$ cat config.mk
export PLATFORM = sky130hd
export DESIGN_NAME = muldiv_sequencer
export DESIGN_NICKNAME = d
export VERILOG_FILES = /design/src/rtl/muldiv_pkg.sv /design/src/rtl/div_step.sv /design/src/rtl/muldiv_sequencer.sv
export SDC_FILE = /design/constraint.sdc
export NUM_CORES = 2
export LEC_CHECK = 0
export CORE_UTILIZATION = 32
export CTS_BUF_LIST = sky130_fd_sc_hd__clkbuf_4
export DETAILED_ROUTE_END_ITERATION = 8
export SLEW_MARGIN = 40
export SYNTH_ARGS = -nofsm -noshare
export SYNTH_HDL_FRONTEND = slang
export SYNTH_HIERARCHICAL = 1
export SYNTH_SLANG_ARGS = --single-unit
$ cat constraint.sdc
create_clock -name clk -period 31.1 [get_ports clk]
set_clock_uncertainty 0.2 [all_clocks]
set_input_delay 6.22 -clock clk [delete_from_list [all_inputs] [get_ports clk]]
set_output_delay 6.22 -clock clk [all_outputs]
set_load 0.05 [all_outputs]
$ cat src/rtl/muldiv_pkg.sv
// Shared types and decode helpers for the execute-stage HI/LO multiply/divide sequencer.
package muldiv_pkg;

  typedef enum logic [3:0] {
    MD_NONE,
    MD_MULT,
    MD_MULTU,
    MD_DIV,
    MD_DIVU,
    MD_MADD,
    MD_MADDU,
    MD_MSUB,
    MD_MSUBU,
    MD_MUL
  } funct_t;

  typedef enum logic [2:0] {
    IDLE,
    MUL,
    DIV,
    FIXUP,
    DONE
  } state_t;

  localparam int CNT_W = 6;

  function automatic logic is_div(input funct_t f);
    return (f == MD_DIV) || (f == MD_DIVU);
  endfunction

  function automatic logic is_signed(input funct_t f);
    return (f == MD_MULT) || (f == MD_DIV) || (f == MD_MADD) ||
           (f == MD_MSUB) || (f == MD_MUL);
  endfunction

endpackage

$ cat src/rtl/div_step.sv
// One combinational restoring-division step: shift in the next dividend bit, trial-subtract the divisor.
module div_step (
  input  logic [32:0] rem,
  input  logic [31:0] shift,
  input  logic [31:0] divisor,
  output logic [32:0] rem_next,
  output logic [31:0] shift_next,
  output logic        q_bit
);

  logic [33:0] diff;

  // Partial remainder stays below the divisor, so a negative diff (bit 33) means "restore".
  assign diff       = {rem, shift[31]} - {2'b00, divisor};
  assign q_bit      = ~diff[33];
  assign rem_next   = q_bit ? diff[32:0] : {rem[31:0], shift[31]};
  assign shift_next = {shift[30:0], 1'b0};

endmodule

$ cat src/rtl/muldiv_sequencer.sv
// Multi-cycle HI/LO sequencer: fixed-latency multiply/accumulate and a radix-2 restoring divider.
module muldiv_sequencer
  import muldiv_pkg::*;
#(
  parameter int MUL_LATENCY = 3,
  parameter int DIV_ITER    = 32
) (
  input  logic        clk,
  input  logic        reset,
  input  logic        clear,
  input  logic        hold_result,
  input  funct_t      muldiv_funct,
  input  logic [31:0] rs,
  input  logic [31:0] rt,
  input  logic [31:0] hi_in,
  input  logic [31:0] lo_in,
  output logic [31:0] hi_out,
  output logic [31:0] lo_out,
  output logic        wait_result,
  output logic        busy
);

  state_t             state;
  funct_t             funct_q;
  logic [CNT_W-1:0]   cnt;
  logic [31:0]        op_a, op_b, acc_hi, acc_lo;
  logic [32:0]        rem_q;
  logic [31:0]        dvd_q, quo_q;

  logic               start, sgn;
  logic [63:0]        ext_a, ext_b, prod, mul_res;
  logic [31:0]        b_mag, quo_fix, rem_fix;
  logic [32:0]        rem_next;
  logic [31:0]        dvd_next;
  logic               q_bit;

  assign start = (muldiv_funct != MD_NONE) && !clear;
  assign sgn   = is_signed(funct_q);

  // Product is formed from latched operands; the multi-cycle window gives it room to settle.
  assign ext_a = sgn ? {{32{op_a[31]}}, op_a} : {32'd0, op_a};
  assign ext_b = sgn ? {{32{op_b[31]}}, op_b} : {32'd0, op_b};
  assign prod  = ext_a * ext_b;

  always_comb begin
    mul_res = prod;
    case (funct_q)
      MD_MADD, MD_MADDU: mul_res = {acc_hi, acc_lo} + prod;
      MD_MSUB, MD_MSUBU: mul_res = {acc_hi, acc_lo} - prod;
      default:           mul_res = prod;
    endcase
  end

  assign b_mag   = (sgn && op_b[31]) ? (32'd0 - op_b) : op_b;
  assign quo_fix = (sgn && (op_a[31] ^ op_b[31])) ? (32'd0 - quo_q) : quo_q;
  assign rem_fix = (sgn && op_a[31]) ? (32'd0 - rem_q[31:0]) : rem_q[31:0];

  div_step u_div_step (
    .rem        (rem_q),
    .shift      (dvd_q),
    .divisor    (b_mag),
    .rem_next   (rem_next),
    .shift_next (dvd_next),
    .q_bit      (q_bit)
  );

  always_ff @(posedge clk or posedge reset) begin
    if (reset) begin
      state   <= IDLE;
      funct_q <= MD_NONE;
      cnt     <= '0;
      op_a    <= '0;
      op_b    <= '0;
      acc_hi  <= '0;
      acc_lo  <= '0;
      rem_q   <= '0;
      dvd_q   <= '0;
      quo_q   <= '0;
      hi_out  <= '0;
      lo_out  <= '0;
    end else if (clear) begin
      state <= IDLE;
    end else begin
      case (state)
        IDLE: if (start) begin
          funct_q <= muldiv_funct;
          op_a    <= rs;
          op_b    <= rt;
          acc_hi  <= hi_in;
          acc_lo  <= lo_in;
          if (is_div(muldiv_funct)) begin
            rem_q <= '0;
            quo_q <= '0;
            dvd_q <= (is_signed(muldiv_funct) && rs[31]) ? (32'd0 - rs) : rs;
            cnt   <= CNT_W'(DIV_ITER - 1);
            state <= (rt == 32'd0) ? FIXUP : DIV;
          end else begin
            cnt   <= CNT_W'(MUL_LATENCY - 1);
            state <= MUL;
          end
        end
        MUL: if (cnt == '0) begin
          lo_out <= mul_res[31:0];
          if (funct_q != MD_MUL) hi_out <= mul_res[63:32];
          state <= DONE;
        end else begin
          cnt <= cnt - 1'b1;
        end
        DIV: begin
          rem_q <= rem_next;
          dvd_q <= dvd_next;
          quo_q <= {quo_q[30:0], q_bit};
          if (cnt == '0) state <= FIXUP;
          else           cnt   <= cnt - 1'b1;
        end
        FIXUP: begin
          if (op_b == 32'd0) begin
            lo_out <= 32'hFFFF_FFFF;
            hi_out <= op_a;
          end else begin
            lo_out <= quo_fix;
            hi_out <= rem_fix;
          end
          state <= DONE;
        end
        DONE:    if (!hold_result) state <= IDLE;
        default: state <= IDLE;
      endcase
    end
  end

  assign wait_result = !reset && ((state == IDLE && start) || state == MUL ||
                                  state == DIV || state == FIXUP);
  assign busy        = (state != IDLE);

endmodule

==> impl_results.md <==
* DP Worst Slack at 16.01 ns
* Period utilisation layout at 48.6%
* Vias at 54800
* Critical Path End Type: output pin
* Design area at 76600 um^2
* Final setup vio count at 0
* CTS HTree Levels at 3
* Die X at 472 um
* Number of synthesized flops with an enable pin at 0
* CP Max Fanout at 43
* Cts hold-fix bufs at 0
* Most frequent cells in the layout: inv_1 (1628), fa_1 (1426), nand2_1 (1004), ha_1 (405), and2_1 (403)
* Storage cell area at 7580 um^2
* Met2 Track Usage GR at 35.7%
* Area leader, netlist: fa_1
* Syn Area/Cell at 9.00 um^2
* Fin. max-slew vios at 0
* CTS Buf Count at 89
* Die footprint at 223000 um^2
* Placed inst area at 75500 um^2
* Most common cell after layout, fill and taps aside: inv_1
* Status: finished, final reports clean
* Layout cell share with drive strength beyond 1 at 6.01%
* Multi-input logic area at 55300 um^2
* CTS tree: built
* Final WL at 237000 um
* WP data required at 24.68 ns
* Port Buffers at 201
* Io pins at 202
* Area grow syn2layout at 8.36%
* Yosys top cell area share at 40.4%
* Largest net degree at the start of global routing at 71
* Post-CTS Resized at 0
* Number of cells produced by synthesis at 7859
* Final nets at 9773
* Syn Std Cell Area at 70700 um^2
* Slew @ Worst Pin at 0.868 ns
* Final min period at 15.13 ns
* Bufs on Longest Clock Path at 3
* Avg WL per Cell at 22.1 um
* M1 GR Usage at 28.6%
* Drt pass-1 iters at 6
* Syn Nets at 9826
* RSZ-0062 raised after global routing: no
* Synth Register Bits at 302
* Setup crit start: muldiv_funct[0]
* Critical Path AT at 8.71 ns
* Initial DRC Count at 4257
* Hold Crit Start: dvd_q[21]
* Antenna-violating nets left at 0
* Final cell count without fillers at 10700
* Die Y-Extent at 472 um
* Setup CP Type: in2out
* Ys Warns at 6
* FILL cells at 22500
* Yosys cell types at 99
* Dpl hpwl at 196000 um
* # clock sinks at 302
* Met3 global-route usage at 2.69%
* Number of global-route vias before repair at 58600
* Overflow after GRT at 0
* Core area at 220000 um^2
* Post-synthesis async set-or-reset flop share at 100%
* GR Util All Layers at 21.5%
* Seq/Total Area, Yosys at 10.7%
* Min-delay worst type: reg2reg
* Vias per Instance at 5.10
* FMAX at 0.0661 GHz
* FP Rows at 172
* Crit start category: input port
* Clk slew on worst S/H paths at 0.05 ns
* First-pass GRT wire length at 363000 um
* Worst reg2reg startpoint: funct_q[1]
* PnR worst setup slack at 15.97 ns
* Number of setup buffers added after CTS at 0
* Dominant cells by area after synthesis: fa_1 (40%), dfrtp_1 (11%), inv_1 (8.6%), ha_1 (7.2%), nand2_1 (5.3%)
* Skew-Pair Late Insertion Delay at 0.94 ns
* RD Place Congestion at 0.971
* Placed cells at 10600
* Max cap viols at 0
* Gr busiest metal: met2
* Synth Flop Type: dfrtp_1
* Antenna violations before repair at 15
* Setup TNS at 0 ns
* CTS root buf: clkbuf_4
* Final Hold Viols at 0
* Slew headroom at 42.2%
* Initial Util at 32.2%
* DR DRC count at 0
==> per-stage QoR <==
| step | hold slack (ns) | util, % |
|---|---|---|
| after CTS | 0.285 | 34.9 |
| after detailed placement | 0.270 | 34.4 |
| after global placement | 0.261 | 34.3 |
| final | 0.275 | 34.9 |
| after floorplan | 0.250 | - |
| after global routing | 0.305 | 34.9 |
==> state kept, by name, indices dropped and copies added (netlist names) <==
name,flops
cnt,6
quo_q,32
funct_q,4
acc_lo,32
hi_out,32
op_b,32
state,3
lo_out,32
dvd_q,32
acc_hi,32
op_a,32
rem_q,33
==> routing by layer <==
metal  up-vias  wire [um]  share of wire (%)
li1      24100          -                  -
met1     28500     102000                 43
met2      1907     111000                 47
met3       339      14800                6.3
met4         6       9550                4.0
met5         -         42              0.018
==> synthesized netlist by cell type, drive strengths merged (94+ instances only) <==
| cell type | n |
|---|---|
| a21oi | 312 |
| and2 | 406 |
| buf | 94 |
| clkbuf | 363 |
| dfrtp | 302 |
| fa | 1426 |
| ha | 405 |
| inv | 1629 |
| mux2 | 155 |
| nand2 | 1006 |
| nor2 | 258 |
| o21ai | 278 |
| xnor2 | 216 |
| xor2 | 151 |
==> path summary, 6_finish.rpt <==
kind	slack (ns)	endpoint	depth (start not counted)
hold reg to reg	0.28	dvd_q[21]	2
hold / removal	0.28	dvd_q[21]	2
max in group asynchronous	23.75	acc_lo[7]	4
setup / recovery	15.97	wait_result	6
setup reg to reg	16.66	hi_out[28]	47
min in group asynchronous	5.57	rem_q[16]	2
==> critical path, cell delays in order <==
cell and delay [ns]:
clkdlybuf4s50_1 0.54, nor4_1 0.53, or3_4 0.30, buf_12 0.26, a21oi_1 0.12, clkdlybuf4s50_1 0.71
==> cell type report <==
type | instances | share of cell area (%)
flip-flops and latches | 302 | 9.89
diodes | 10 | 0.0327
multi-input cells | 5471 | 72.2
repair buffers | 313 | 3.83
well taps | 2871 | 4.69
clock inverters | 24 | 0.155
inverters | 1629 | 7.99
clock buffers | 127 | 1.24
==> cell families (layout without fill, tap and decap cells) <==
kind of cell | after synthesis | count (layout) | share of synthesized area [%]
buf+inv | 2086 | 2093 | 11.3
fa+ha+maj | 1834 | 1834 | 47.6
compound gates | 1080 | 1080 | 9.72
mux | 164 | 164 | 2.60
xor+xnor | 368 | 368 | 4.59
simple gates | 2024 | 2024 | 13.5
other cells | 1 | 11 | 0.00530
flops | 302 | 302 | 10.7
Power is left out: the tool's default activity adds up to more than one toggle a clock period on the data nets, which glitch-free logic cannot reach.
